--- src/rtl/enc_frame_ctrl.sv ---
// enc_frame_ctrl
// Frame sequencer in front of the systematic block encoder.
//   - Accepts MSG_BEATS message words per codeword from a valid/ready source
//     and forwards them to the encoder on gen_valid/gen_data (registered).
//   - Holds the source off for PAR_BEATS cycles while the encoder emits parity.
//   - Produces codeword markers (valid/sop/par/eop) delayed by ENC_LAT cycles
//     so they line up with the encoder's enc_data output.
//   - Counts completed codewords in frm_cnt (wraps modulo 2^16).
// Ports:
//   clk, rst_n            : clock (rising edge), async active-low reset
//   src_valid/src_data    : upstream message word
//   src_ready             : controller can take a word this cycle
//   gen_valid/gen_data    : message beat to the encoder
//   out_valid/out_sop/out_par/out_eop : markers aligned to enc_data
//   frm_cnt               : completed codeword count
module enc_frame_ctrl #(
  parameter int ENC_SYM   = 2,
  parameter int EGF_DIM   = 8,
  parameter int MSG_BEATS = 12,
  parameter int PAR_BEATS = 4,
  parameter int ENC_LAT   = 1
) (
  input  logic                         clk,
  input  logic                         rst_n,
  input  logic                         src_valid,
  input  logic [ENC_SYM*EGF_DIM-1:0]   src_data,
  output logic                         src_ready,
  output logic                         gen_valid,
  output logic [ENC_SYM*EGF_DIM-1:0]   gen_data,
  output logic                         out_valid,
  output logic                         out_sop,
  output logic                         out_par,
  output logic                         out_eop,
  output logic [15:0]                  frm_cnt
);

  localparam int W       = ENC_SYM * EGF_DIM;
  localparam int CNT_MAX = (MSG_BEATS > PAR_BEATS) ? MSG_BEATS : PAR_BEATS;
  localparam int CNT_W   = $clog2(CNT_MAX + 1);

  localparam logic [CNT_W-1:0] CNT_ONE      = CNT_W'(1);
  localparam logic [CNT_W-1:0] CNT_LAST_MSG = CNT_W'(MSG_BEATS - 1);
  localparam logic [CNT_W-1:0] CNT_LAST_PAR = CNT_W'(PAR_BEATS - 1);

  // Marker vector layout: {valid, sop, par, eop}
  localparam logic [3:0] SLOT_NONE = 4'b0000;
  localparam logic [3:0] SLOT_SOP  = 4'b1100;
  localparam logic [3:0] SLOT_MSG  = 4'b1000;
  localparam logic [3:0] SLOT_PAR  = 4'b1010;
  localparam logic [3:0] SLOT_EOP  = 4'b1011;

  typedef enum logic [1:0] {
    ST_IDLE = 2'd0,
    ST_MSG  = 2'd1,
    ST_PAR  = 2'd2
  } state_t;

  state_t             state_r;
  logic [CNT_W-1:0]   cnt_r;
  logic               run_r;        // low until the first edge after reset release
  logic               gen_valid_r;
  logic [W-1:0]       gen_data_r;
  logic [3:0]         slot_r;
  logic [15:0]        frm_cnt_r;
  logic               accept_s;
  logic [3:0]         marker_s;

  // Ready depends only on state; run_r keeps it low while reset is held.
  assign src_ready = run_r && (state_r != ST_PAR);
  assign accept_s  = src_valid && src_ready;

  // Codeword sequencer: state, beat counter, encoder feed, slot markers and frame count.
  always_ff @(posedge clk or negedge rst_n) begin
    if (!rst_n) begin
      state_r     <= ST_IDLE;
      cnt_r       <= '0;
      run_r       <= 1'b0;
      gen_valid_r <= 1'b0;
      gen_data_r  <= '0;
      slot_r      <= SLOT_NONE;
      frm_cnt_r   <= 16'h0000;
    end else begin
      run_r <= 1'b1;
      case (state_r)
        ST_IDLE: begin
          if (accept_s) begin
            gen_valid_r <= 1'b1;
            gen_data_r  <= src_data;
            slot_r      <= SLOT_SOP;
            if (MSG_BEATS == 1) begin
              state_r <= ST_PAR;
              cnt_r   <= '0;
            end else begin
              state_r <= ST_MSG;
              cnt_r   <= CNT_ONE;
            end
          end else begin
            gen_valid_r <= 1'b0;
            slot_r      <= SLOT_NONE;
          end
        end
        ST_MSG: begin
          if (accept_s) begin
            gen_valid_r <= 1'b1;
            gen_data_r  <= src_data;
            slot_r      <= SLOT_MSG;
            if (cnt_r == CNT_LAST_MSG) begin
              state_r <= ST_PAR;
              cnt_r   <= '0;
            end else begin
              cnt_r <= cnt_r + CNT_ONE;
            end
          end else begin
            // Source gap: no slot, state and count hold, gen_data keeps last word.
            gen_valid_r <= 1'b0;
            slot_r      <= SLOT_NONE;
          end
        end
        ST_PAR: begin
          gen_valid_r <= 1'b0;
          if (cnt_r == CNT_LAST_PAR) begin
            slot_r    <= SLOT_EOP;
            frm_cnt_r <= frm_cnt_r + 16'h0001;
            state_r   <= ST_IDLE;
            cnt_r     <= '0;
          end else begin
            slot_r <= SLOT_PAR;
            cnt_r  <= cnt_r + CNT_ONE;
          end
        end
        default: begin
          state_r     <= ST_IDLE;
          cnt_r       <= '0;
          gen_valid_r <= 1'b0;
          slot_r      <= SLOT_NONE;
        end
      endcase
    end
  end

  // Delay the slot markers by the encoder latency so they frame enc_data.
  generate
    if (ENC_LAT == 0) begin : g_no_pipe
      assign marker_s = slot_r;
    end else begin : g_pipe
      logic [3:0] pipe_r [ENC_LAT];

      // Marker delay line, cleared by reset together with the encoder.
      always_ff @(posedge clk or negedge rst_n) begin
        if (!rst_n) begin
          for (int i = 0; i < ENC_LAT; i++) begin
            pipe_r[i] <= SLOT_NONE;
          end
        end else begin
          pipe_r[0] <= slot_r;
          for (int i = 1; i < ENC_LAT; i++) begin
            pipe_r[i] <= pipe_r[i-1];
          end
        end
      end

      assign marker_s = pipe_r[ENC_LAT-1];
    end
  endgenerate

  assign gen_valid = gen_valid_r;
  assign gen_data  = gen_data_r;
  assign out_valid = marker_s[3];
  assign out_sop   = marker_s[2];
  assign out_par   = marker_s[1];
  assign out_eop   = marker_s[0];
  assign frm_cnt   = frm_cnt_r;

endmodule

--- config.mk ---
export PLATFORM = sky130hd
export DESIGN_NAME = enc_frame_ctrl
export DESIGN_NICKNAME = d
export VERILOG_FILES = /design/src/rtl/enc_frame_ctrl.sv
export SDC_FILE = /design/constraint.sdc
export NUM_CORES = 1
export LEC_CHECK = 0
export ABC_CLOCK_PERIOD_IN_PS = 1900
export BUFFER_PORTS_ARGS = -buffer_cell sky130_fd_sc_hd__buf_2
export CORE_ASPECT_RATIO = 1.25
export CORE_MARGIN = 2
export CORE_UTILIZATION = 45
export CTS_BUF_LIST = sky130_fd_sc_hd__clkbuf_4
export CTS_CLUSTER_SIZE = 16
export DETAILED_ROUTE_END_ITERATION = 10
export PLACE_DENSITY = 0.71
export SYNTH_ARGS = -nofsm -noshare
export SYNTH_HDL_FRONTEND = slang
export SYNTH_SLANG_ARGS = --single-unit
export TNS_END_PERCENT = 50
--- constraint.sdc ---
create_clock -name clk -period 1.9 [get_ports clk]
set_input_delay 0.19 -clock clk [delete_from_list [all_inputs] [get_ports clk]]
set_output_delay 0.19 -clock clk [all_outputs]
set_load 0.02 [all_outputs]
==> impl_metrics.py, run 1 <==
metrics = {
    "power_and_ir_drop": {
        "p_total_w": 0.00243,
        "ir_drop_mv": 0.442,
        "p_sw_frac": 0.312,
        "p_per_area_nw_per_um2": 981,
        "power_leakage_nw": 1.34,
        "p_int_w": 0.00167,
        "p_sw_w": 0.000757,
        "p_seq_frac": 0.513,
        "combinationalPowerShare": 0.233,
        "p_clk_frac": 0.254,
    },
    "floorplanning": {
        "core-area_um2": 4130,
        "die_x_um": 63.1,
        "die_area_um2": 4920,
        "die_y_um": 77.9,
        "num_rows": 26,
        "initial_core_util": 0.476,
        "ios": 57,
    },
    "placement": {
        "place_inst": 300,
        "dp_hpwl_um": 2630,
        "place_congestion": 0.827,
        "io_buffers": 56,
    },
    "critical_path": {
        "path_cells": "ha_1 -> or3b_4 -> or3_4 -> nor3_2 -> xor2_1",
        "cpPeakStageDelay_ns": 0.43,
        "crit_arrival_ns": 2.06,
        "cp_num_buf_inv": 0,
        "startpoint_type": "flip-flop",
        "crit_required_ns": 2.20,
        "path_max_fanout": 5,
        "crit_family": "simple AND/OR/NAND/NOR gates",
        "cp-end-kind": "flip-flop",
        "slowest_stage": "dfrtp_1",
        "worst-setup-path-type": "reg -> reg",
    },
    "yosys": {
        "synth_async_sr_flop_share": 1.00,
        "seq_area_frac_synth": 0.611,
        "yosysWarningCount": 0,
        "yosys_most_used_dff": "dfrtp_1",
        "synth_nets": 209,
        "synth_edf_count": 0,
        "syn_inst": 188,
        "ys_types": 36,
        "avgSynthCellArea_um2": 10.5,
        "synthesis.area_um2": 1970,
        "ys_seq_elements": 48,
    },
    "drt": {
        "wire_per_inst_um": 11.7,
        "viasPerCell": 4.68,
        "drtIter0Drc": 71,
        "num_vias": 1470,
        "drcViolationCount": 0,
        "wirelength_um": 3660,
        "first_pass_iters": 4,
        "ant_nets": 0,
    },
    "clock_tree": {
        "root_buffer": "clkbuf_4",
        "cts.path.max_buffers": 2,
        "htreeDepth": 2,
        "path_clk_slew_ns": 0.14,
        "postCtsSetupBuffers": 0,
        "numCtsBuffers": 5,
        "cts_sinks": 48,
        "cts_tree": "built",
        "insertion_delay_ns": 0.36,
    },
    "run_status": {
        "run_status": "finished clean",
    },
    "run": {
        "drv_cap": 0,
    },
    "timing": {
        "maxSlewViolCount": 0,
        "finalHoldViolCount": 0,
        "worst_slew_pin_slew_ns": 0.582,
        "layout_min_cycle_time_ns": 1.77,
        "tns_ns": 0,
        "rsz0062_at_grt": "false",
        "fin_crit_sh": 0.929,
        "fin_skew_ns": 0.00753,
        "fmax_mhz": 566,
        "slew_headroom": 0.612,
        "setup_viol": 0,
    },
    "final_layout": {
        "layout_common_cells": "nand2_1, buf_2, dfrtp_1",
        "syn_to_final_growth_pct": 25.8,
        "n_antenna_cell": 0,
        "drive_gt1_frac": 0.295,
        "fillers": 374,
        "final_common_cell": "nand2_1",
        "fin_cells": 314,
        "nNetsFinal": 278,
    },
    "global_routing": {
        "antenna_found_initial": 0,
        "grt_max_degree": 49,
        "grt_pass1_vias": 1439,
        "grt.total_usage": 0.166,
        "grt_pass1_wl_um": 6440,
        "overflow": 0,
    },
    "hold_path": {
        "hold_path.class": "in -> reg",
    },
}
Yosys cell counts, types with 2 or more instances:
| cell | instances | area [um^2] |
|---|---|---|
| nand2_1 | 62 | 233 |
| dfrtp_1 | 48 | 1200 |
| xnor2_1 | 10 | 87.6 |
| nand3_1 | 8 | 40.0 |
| xor2_1 | 6 | 52.6 |
| nor2_1 | 5 | 18.8 |
| and3_1 | 4 | 25.0 |
| buf_2 | 4 | 20.0 |
| nand4_1 | 3 | 18.8 |
| o21ai_0 | 3 | 15.0 |
| o22ai_1 | 3 | 18.8 |
| and2_1 | 2 | 12.5 |
| ha_1 | 2 | 25.0 |
| inv_1 | 2 | 7.51 |
| nand2b_1 | 2 | 12.5 |
| nor2b_1 | 2 | 12.5 |
| nor3_1 | 2 | 10.0 |
| nor3_2 | 2 | 20.0 |
state kept, by name, indices dropped and copies added, names as in the netlist:
| name | count |
|---|---|
| g_pipe.pipe_r | 4 |
| state_r | 2 |
| frm_cnt | 16 |
| run_r | 1 |
| cnt_r | 4 |
| gen_data | 16 |
| gen_valid | 1 |
| slot_r | 4 |
kinds of logic (layout without fill, tap and decap cells):
group | Yosys count | in the layout | share of synthesized area
xor gates and xnor gates | 16 | 16 | 0.0712
and+or+nand+nor | 96 | 96 | 0.224
other | 1 | 1 | 0.00191
DFF | 48 | 48 | 0.611
buffers and inverters | 10 | 80 | 0.0254
adders and majority gates | 2 | 2 | 0.0127
muxes | 1 | 1 | 0.00572
AOI/OAI and AO/OA | 14 | 14 | 0.0484
final timing paths:
kind / startpoint / endpoint / slack, ns / depth (start not counted)
max: cnt_r[0] / frm_cnt[7] / 0.13 / 5
min: src_data[1] / gen_data[1] / 0.01 / 3
max reg2reg: cnt_r[0] / frm_cnt[7] / 0.13 / 5
min reg2reg: slot_r[2] / g_pipe.pipe_r[2] / 0.37 / 0
max in group asynchronous: rst_n / frm_cnt[6] / 1.07 / 3
min in group asynchronous: rst_n / frm_cnt[0] / 0.42 / 3
tightest hold or removal path, cell delays in order:
cell and delay, ns:
buf_2 0.07, nand2_1 0.04, nand2_1 0.05
metal layers:
layer,GRT usage,share of wire,up-vias
met5,0,0,-
met4,0.0600,0.015,0
met3,0.0348,0.036,6
met2,0.294,0.52,24
met1,0.197,0.43,688
li1,-,-,752
through the flow:
step,hold WS (ns),area (um^2),util,worst slack [ns]
after CTS,0.000493,2430,0.589,0.117
after detailed placement,0.318,2330,0.564,0.152
after global placement,0.321,2330,0.564,0.179
after floorplan,-0.106,1970,-,0.245
after global routing,0.00475,2470,0.599,0.0256
final,0.0115,2470,0.599,0.134
layout make-up:
class                      count  area (um^2)  area share
multi-input combinational    130          716       0.289
inverter                       3         11.3     0.00455
timing repair buffer          69          393       0.159
clock inverter                 3         46.3      0.0187
tap                           56         70.1      0.0283
sequential                    48         1200       0.485
clock buffer                   5         37.5      0.0152
power by group through the flow:
stage	Clock [W]	Combinational, W	Sequential (W)
3_3_place_gp	0	0.000554	0.00126
6_report	0.000615	0.000566	0.00125
4_1_cts	0.000632	0.000566	0.00125
2_1_floorplan	0	0.000299	0.00134
5_1_grt	0.000677	0.000643	0.00127
3_5_place_dp	0	0.000560	0.00127
repair_timing:
item	4_1_cts	5_1_grt
resized for setup	0	0
endpoints found under the hold margin	49	4
hold buffers	2	4
Power figures use the tool's default switching activity.
==> inputs of run 2 (changes only) <==
--- a/config.mk
+++ b/config.mk
@@ -5,7 +5,7 @@
 export SDC_FILE = /design/constraint.sdc
 export NUM_CORES = 1
 export LEC_CHECK = 0
-export ABC_CLOCK_PERIOD_IN_PS = 1900
+export ABC_CLOCK_PERIOD_IN_PS = 1510
 export BUFFER_PORTS_ARGS = -buffer_cell sky130_fd_sc_hd__buf_2
 export CORE_ASPECT_RATIO = 1.25
 export CORE_MARGIN = 2
@@ -13,7 +13,7 @@
 export CTS_BUF_LIST = sky130_fd_sc_hd__clkbuf_4
 export CTS_CLUSTER_SIZE = 16
 export DETAILED_ROUTE_END_ITERATION = 10
-export PLACE_DENSITY = 0.71
+export PLACE_DENSITY = 0.74
 export SYNTH_ARGS = -nofsm -noshare
 export SYNTH_HDL_FRONTEND = slang
 export SYNTH_SLANG_ARGS = --single-unit
==> constraint.sdc (replaced) <==
create_clock -name clk -period 1.51 [get_ports clk]
set_input_delay 0.151 -clock clk [delete_from_list [all_inputs] [get_ports clk]]
set_output_delay 0.151 -clock clk [all_outputs]
set_load 0.02 [all_outputs]
==> run 2 against run 1 <==
Net effect: total power increased by 26%; first-iteration DRC count is 25% higher; combinational power is 70% higher; fmax grew 7.7%; global-route usage up 1.3 points; via count up 12%; register-to-register slack worse by 0.26 ns; non-clock buffer count grew 25; critical endpoint unchanged; final area rose by 9.9%; the flow now finishes with violations (negative setup slack); sequential share of layout area is 4.4 points lower; clock power down 8.5%; count of clock-buffer cells in the layout rose by 1.
==> impl_metrics.py, run 2 (synthesized netlist as in run 1, its figures left out) <==
metrics = {
    "run_status": {
        "run_status": "finished, violations left",
        "violations": "negative setup slack",
    },
    "final_layout": {
        "nNetsFinal": 303,
        "syn_to_final_growth_pct": 38.2,
        "final_common_cell": "nand2_1",
        "drive_gt1_frac": 0.339,
        "postLayoutCellArea_um2": 2720,
        "layout_common_cells": "nand2_1, buf_2, dfrtp_1",
        "n_antenna_cell": 0,
        "fin_util": 0.658,
    },
    "timing": {
        "postLayoutSetupSlackWorst_ns": -0.129,
        "rsz0062_at_grt": "true",
        "finalHoldViolCount": 0,
        "setup_viol": 9,
        "fin_crit_sh": 1.09,
        "slew_headroom": 0.620,
        "fin_skew_ns": 0.00962,
        "layout_min_cycle_time_ns": 1.64,
        "fmax_mhz": 610,
        "worst_slew_pin_slew_ns": 0.571,
        "maxSlewViolCount": 0,
    },
    "drt": {
        "drcViolationCount": 0,
        "wire_per_inst_um": 12.1,
        "viasPerCell": 4.85,
        "first_pass_iters": 5,
        "ant_nets": 0,
        "drtIter0Drc": 89,
        "num_vias": 1644,
        "wirelength_um": 4090,
    },
    "critical_path": {
        "r2r_slack_ns": -0.13,
        "crit_end": "frm_cnt[7]",
        "cpPeakStageDelay_ns": 0.39,
        "crit_arrival_ns": 1.91,
        "startpoint_type": "flip-flop",
        "path_cells": "ha_2 -> or3b_4 -> or3_4 -> nor3_4 -> xor2_1",
        "path_max_fanout": 3,
        "worst-setup-path-type": "reg -> reg",
        "cp-end-kind": "flip-flop",
        "setup.worst_path.start": "cnt_r[1]",
        "crit_required_ns": 1.79,
        "ff2ff_path_depth": 5,
        "slowest_stage": "or3b_4",
        "timing.rr.start": "cnt_r[1]",
        "r2r_end": "frm_cnt[7]",
    },
    "clock_tree": {
        "insertion_delay_ns": 0.35,
        "numCtsBuffers": 5,
        "cts.path.max_buffers": 2,
        "path_clk_slew_ns": 0.13,
        "cts_sinks": 48,
        "htreeDepth": 2,
        "root_buffer": "clkbuf_4",
        "cts_tree": "built",
    },
    "floorplanning": {
        "die_area_um2": 4920,
        "core-area_um2": 4130,
        "ios": 57,
        "die_y_um": 77.9,
        "num_rows": 26,
        "die_x_um": 63.1,
        "initial_core_util": 0.476,
    },
    "global_routing": {
        "overflow": 0,
        "grt_pass1_wl_um": 6980,
        "grt_max_degree": 49,
        "grt_pass1_vias": 1613,
        "antenna_found_initial": 0,
        "grt.total_usage": 0.179,
    },
    "placement": {
        "dp_hpwl_um": 2700,
        "io_buffers": 56,
        "pre_cts_ws_ns": -0.130,
        "dpl_cell_area_um2": 2410,
        "place_congestion": 0.830,
    },
    "power_and_ir_drop": {
        "ir_drop_mv": 0.794,
        "p_seq_frac": 0.501,
        "p_clk_frac": 0.184,
        "power_leakage_nw": 1.49,
        "combinationalPowerShare": 0.314,
        "p_sw_frac": 0.315,
        "p_per_area_nw_per_um2": 1120,
        "p_total_w": 0.00306,
        "p_int_w": 0.00209,
        "p_sw_w": 0.000962,
    },
    "run": {
        "drv_cap": 0,
    },
    "hold_path": {
        "hold_path.class": "in -> reg",
    },
}
[run 2: stage by stage]
stage	hold WS, ns	setup TNS (ns)	std cells
final	0.232	-0.515	339
after detailed placement	0.285	-0.659	311
after CTS	0.210	-0.841	338
after floorplan	-0.145	-0.820	188
after global placement	0.278	-0.262	311
after global routing	0.243	-1.29	339
[run 2: final cells by class]
cell class,instances,area (um^2)
clock buffers,6,45.0
well taps,56,70.1
inverters,3,11.3
fillers,314,1410
repair buffers,94,608
flip-flops and latches,48,1200
clock inverters,2,11.3
multi-input cells,130,772
[run 2: repair_timing]
action	in CTS	in global routing
buffers inserted	2	1
endpoints found under the hold margin	64	0
resized for setup	6	7
endpoints found under the setup margin	17	15
pin swaps	1	6
hold buffers	17	0
[run 2: worst min path at each step]
stage | endpoint | from | slack [ns] | cells after the start
after floorplan | cnt_r[0] | rst_n | -0.14 | 0
after global placement | frm_cnt[2] | rst_n | 0.28 | 2
after detailed placement | frm_cnt[1] | rst_n | 0.28 | 2
after CTS | state_r[0] | src_valid | 0.21 | 3
after global routing | state_r[0] | src_valid | 0.24 | 3
final | state_r[0] | src_valid | 0.23 | 3
[run 2: routing by layer]
metal | track usage | share of wire | vias up
li1 | - | - | 803
met1 | 0.217 | 0.42 | 777
met2 | 0.307 | 0.51 | 49
met3 | 0.0333 | 0.042 | 15
met4 | 0.0800 | 0.024 | 0
met5 | 0 | 0 | -
[run 2: power groups by stage]
stage	Clock (W)	Combinational, W	Sequential, W
global placement	0	0.000827	0.00155
floorplan	0	0.000376	0.00169
detailed placement	0	0.000843	0.00155
finish	0.000563	0.000961	0.00153
global route	0.000630	0.00106	0.00155
CTS	0.000589	0.000914	0.00153
[run 2: worst max-delay path: cells and delay by family (launching register included)]
kind,cells,cell delay (ns)
xor gates and xnor gates,1,0.16
adders and majority gates,1,0.18
DFF,1,0.38
and+or+nand+nor,3,0.86
==> inputs of run 3 (changes only) <==
--- a/config.mk
+++ b/config.mk
@@ -5,6 +5,7 @@
 export SDC_FILE = /design/constraint.sdc
 export NUM_CORES = 1
 export LEC_CHECK = 0
+export ABC_AREA = 1
 export ABC_CLOCK_PERIOD_IN_PS = 1510
 export BUFFER_PORTS_ARGS = -buffer_cell sky130_fd_sc_hd__buf_2
 export CORE_ASPECT_RATIO = 1.25
@@ -13,7 +14,7 @@
 export CTS_BUF_LIST = sky130_fd_sc_hd__clkbuf_4
 export CTS_CLUSTER_SIZE = 16
 export DETAILED_ROUTE_END_ITERATION = 10
-export PLACE_DENSITY = 0.74
+export PLACE_DENSITY = 0.73
 export SYNTH_ARGS = -nofsm -noshare
 export SYNTH_HDL_FRONTEND = slang
 export SYNTH_SLANG_ARGS = --single-unit
==> run 3 against run 2 <==
Net effect: the flow now finishes without violations; sequential share of layout area decreased by 1.1 points; fmax increased by 19%; clock power increased by 35%; non-clock buffer count decreased by 16; synthesized cell count increased by 27%; count of clock-buffer cells in the layout decreased by 1; global-route usage increased by 0.90 points; critical path depth decreased by 1; register-to-register slack improved by 0.26 ns; combinational power increased by 44%.
==> impl_metrics.py, run 3 <==
metrics = {
    "placement": {
        "io_buffers": 56,
        "place_congestion": 0.867,
        "dp_hpwl_um": 3250,
        "dpl_cell_area_um2": 2510,
    },
    "yosys": {
        "yosysWarningCount": 0,
        "synth_nets": 259,
        "ys_types": 25,
        "yosys_most_used_dff": "dfrtp_1",
        "yosys-top-cells-count": "nand2_1, dfrtp_1, o21ai_0",
        "seq_area_frac_synth": 0.558,
        "synth_top_area_cell": "dfrtp_1",
        "synth_most_common_cell": "nand2_1",
        "synthesis.area_um2": 2150,
        "synth_edf_count": 0,
        "synth_async_sr_flop_share": 1.00,
        "ys_seq_elements": 48,
        "syn_inst": 238,
        "synth.area.top_cells": "dfrtp_1, nand2_1, o21ai_0, nand3_1, inv_1",
        "synth.top_cell.area_share": 0.558,
        "avgSynthCellArea_um2": 9.05,
    },
    "floorplanning": {
        "die_y_um": 81.3,
        "die_x_um": 65.9,
        "ios": 57,
        "die_area_um2": 5360,
        "initial_core_util": 0.462,
        "core-area_um2": 4660,
        "num_rows": 28,
    },
    "final_layout": {
        "syn_to_final_growth_pct": 29.4,
        "nNetsFinal": 339,
        "fin_util": 0.598,
        "n_antenna_cell": 0,
        "drive_gt1_frac": 0.260,
        "postLayoutCellArea_um2": 2790,
        "final_common_cell": "nand2_1",
        "layout_common_cells": "nand2_1, buf_2, dfrtp_1",
        "fillers": 397,
    },
    "critical_path": {
        "cp-end-kind": "output port",
        "crit_required_ns": 1.36,
        "path_max_fanout": 4,
        "worst-setup-path-type": "reg -> out",
        "r2r_slack_ns": 0.13,
        "startpoint_type": "flip-flop",
        "crit_arrival_ns": 1.23,
    },
    "global_routing": {
        "grt_pass1_vias": 1801,
        "overflow": 0,
        "grt.total_usage": 0.188,
        "grt_pass1_wl_um": 7670,
        "antenna_found_initial": 0,
        "grt_max_degree": 29,
    },
    "timing": {
        "fmax_mhz": 723,
        "finalHoldViolCount": 0,
        "layout_min_cycle_time_ns": 1.38,
        "tns_ns": 0,
        "maxSlewViolCount": 0,
        "fin_crit_sh": 0.916,
        "rsz0062_at_grt": "false",
        "setup_viol": 0,
        "fin_skew_ns": 0.0149,
    },
    "clock_tree": {
        "numCtsBuffers": 5,
        "path_clk_slew_ns": 0.15,
        "root_buffer": "clkbuf_4",
        "insertion_delay_ns": 0.37,
        "htreeDepth": 2,
        "cts.path.max_buffers": 2,
        "cts_sinks": 48,
        "cts_tree": "built",
    },
    "drt": {
        "drcViolationCount": 0,
        "drtIter0Drc": 92,
        "ant_nets": 0,
        "wire_per_inst_um": 11.8,
        "viasPerCell": 4.83,
        "first_pass_iters": 7,
        "num_vias": 1829,
        "wirelength_um": 4490,
    },
    "run_status": {
        "run_status": "finished clean",
    },
    "run": {
        "drv_cap": 0,
    },
    "power_and_ir_drop": {
        "p_total_w": 0.00397,
        "ir_drop_mv": 0.958,
        "power_leakage_nw": 1.45,
        "p_per_area_nw_per_um2": 1430,
    },
    "hold_path": {
        "hold_path.class": "in -> reg",
    },
}
## run 3: cell count changes after synthesis, moves of 3 or more
cell     change
and3_1       -4
buf_2        -3
inv_1       +14
nand2_1     +24
nand3_1     +10
nor2_1       +8
nor2_4       +4
o21ai_0     +18
o22ai_1      -3
xnor2_1      -5
## run 3: final cells by class
class	instances	area, um^2	share of cell area
Timing Repair Buffer	78	500	0.180
Clock buffer	5	37.5	0.0135
Inverter	17	63.8	0.0229
Tap cell	60	75.1	0.0269
Multi-Input combinational cell	168	866	0.311
Clock inverter	3	42.5	0.0153
Sequential cell	48	1200	0.431
## run 3: kinds of logic after synthesis
| group | share of synthesized area |
|---|---|
| adder cells (fa/ha/maj) | 0.0116 |
| other | 0.00174 |
| AND/OR/NAND/NOR | 0.284 |
| XOR/XNOR | 0.0407 |
| flip-flops | 0.558 |
| buffers and inverters | 0.0517 |
| AO/OA/AOI/OAI | 0.0523 |
## run 3: power by group
group / internal, W / total [W] / leakage (nW) / switching (W)
Combinational: 0.000482 / 0.00138 / 0.776 / 0.000902
Clock: 0.000346 / 0.000758 / 0.0412 / 0.000413
Sequential: 0.00161 / 0.00183 / 0.628 / 0.000218
## run 3: path summary, 6_finish.rpt
path / startpoint / end / cells after the start
max: state_r[1] / src_ready / 4
min: src_valid / slot_r[3] / 3
max reg2reg: cnt_r[2] / frm_cnt[8] / 6
min reg2reg: slot_r[2] / g_pipe.pipe_r[2] / 0
max in group asynchronous: rst_n / cnt_r[0] / 3
min in group asynchronous: rst_n / gen_data[10] / 2
## run 3: metal layers
layer,wire length (um),up-vias,GRT usage
met2,2260,62,0.337
met1,1850,847,0.208
li1,-,910,-
met5,0,-,0
met3,261,10,0.0457
met4,115,0,0.0833
## run 3: timing repair
action                                 CTS  global route
gates resized for setup                  0             5
setup endpoints to repair                0             7
hold buffers                            17             0
setup buffers                            0             0
endpoints found under the hold margin   36             0
## run 3: critical path: stages (launching register included)
cell,delay [ns]
dfrtp_1,0.44
inv_2,0.09
nor2_4,0.05
nor2_4,0.11
buf_2,0.18
## run 3: through the flow
step / worst slack (ns) / hold WS, ns / std cells
floorplan: 0.135 / -0.145 / 238
global placement: 0.0992 / 0.146 / 354
detailed placement: 0.0392 / 0.151 / 354
CTS: 0.0244 / 0.257 / 379
global route: 0.00208 / 0.178 / 379
finish: 0.127 / 0.183 / 379
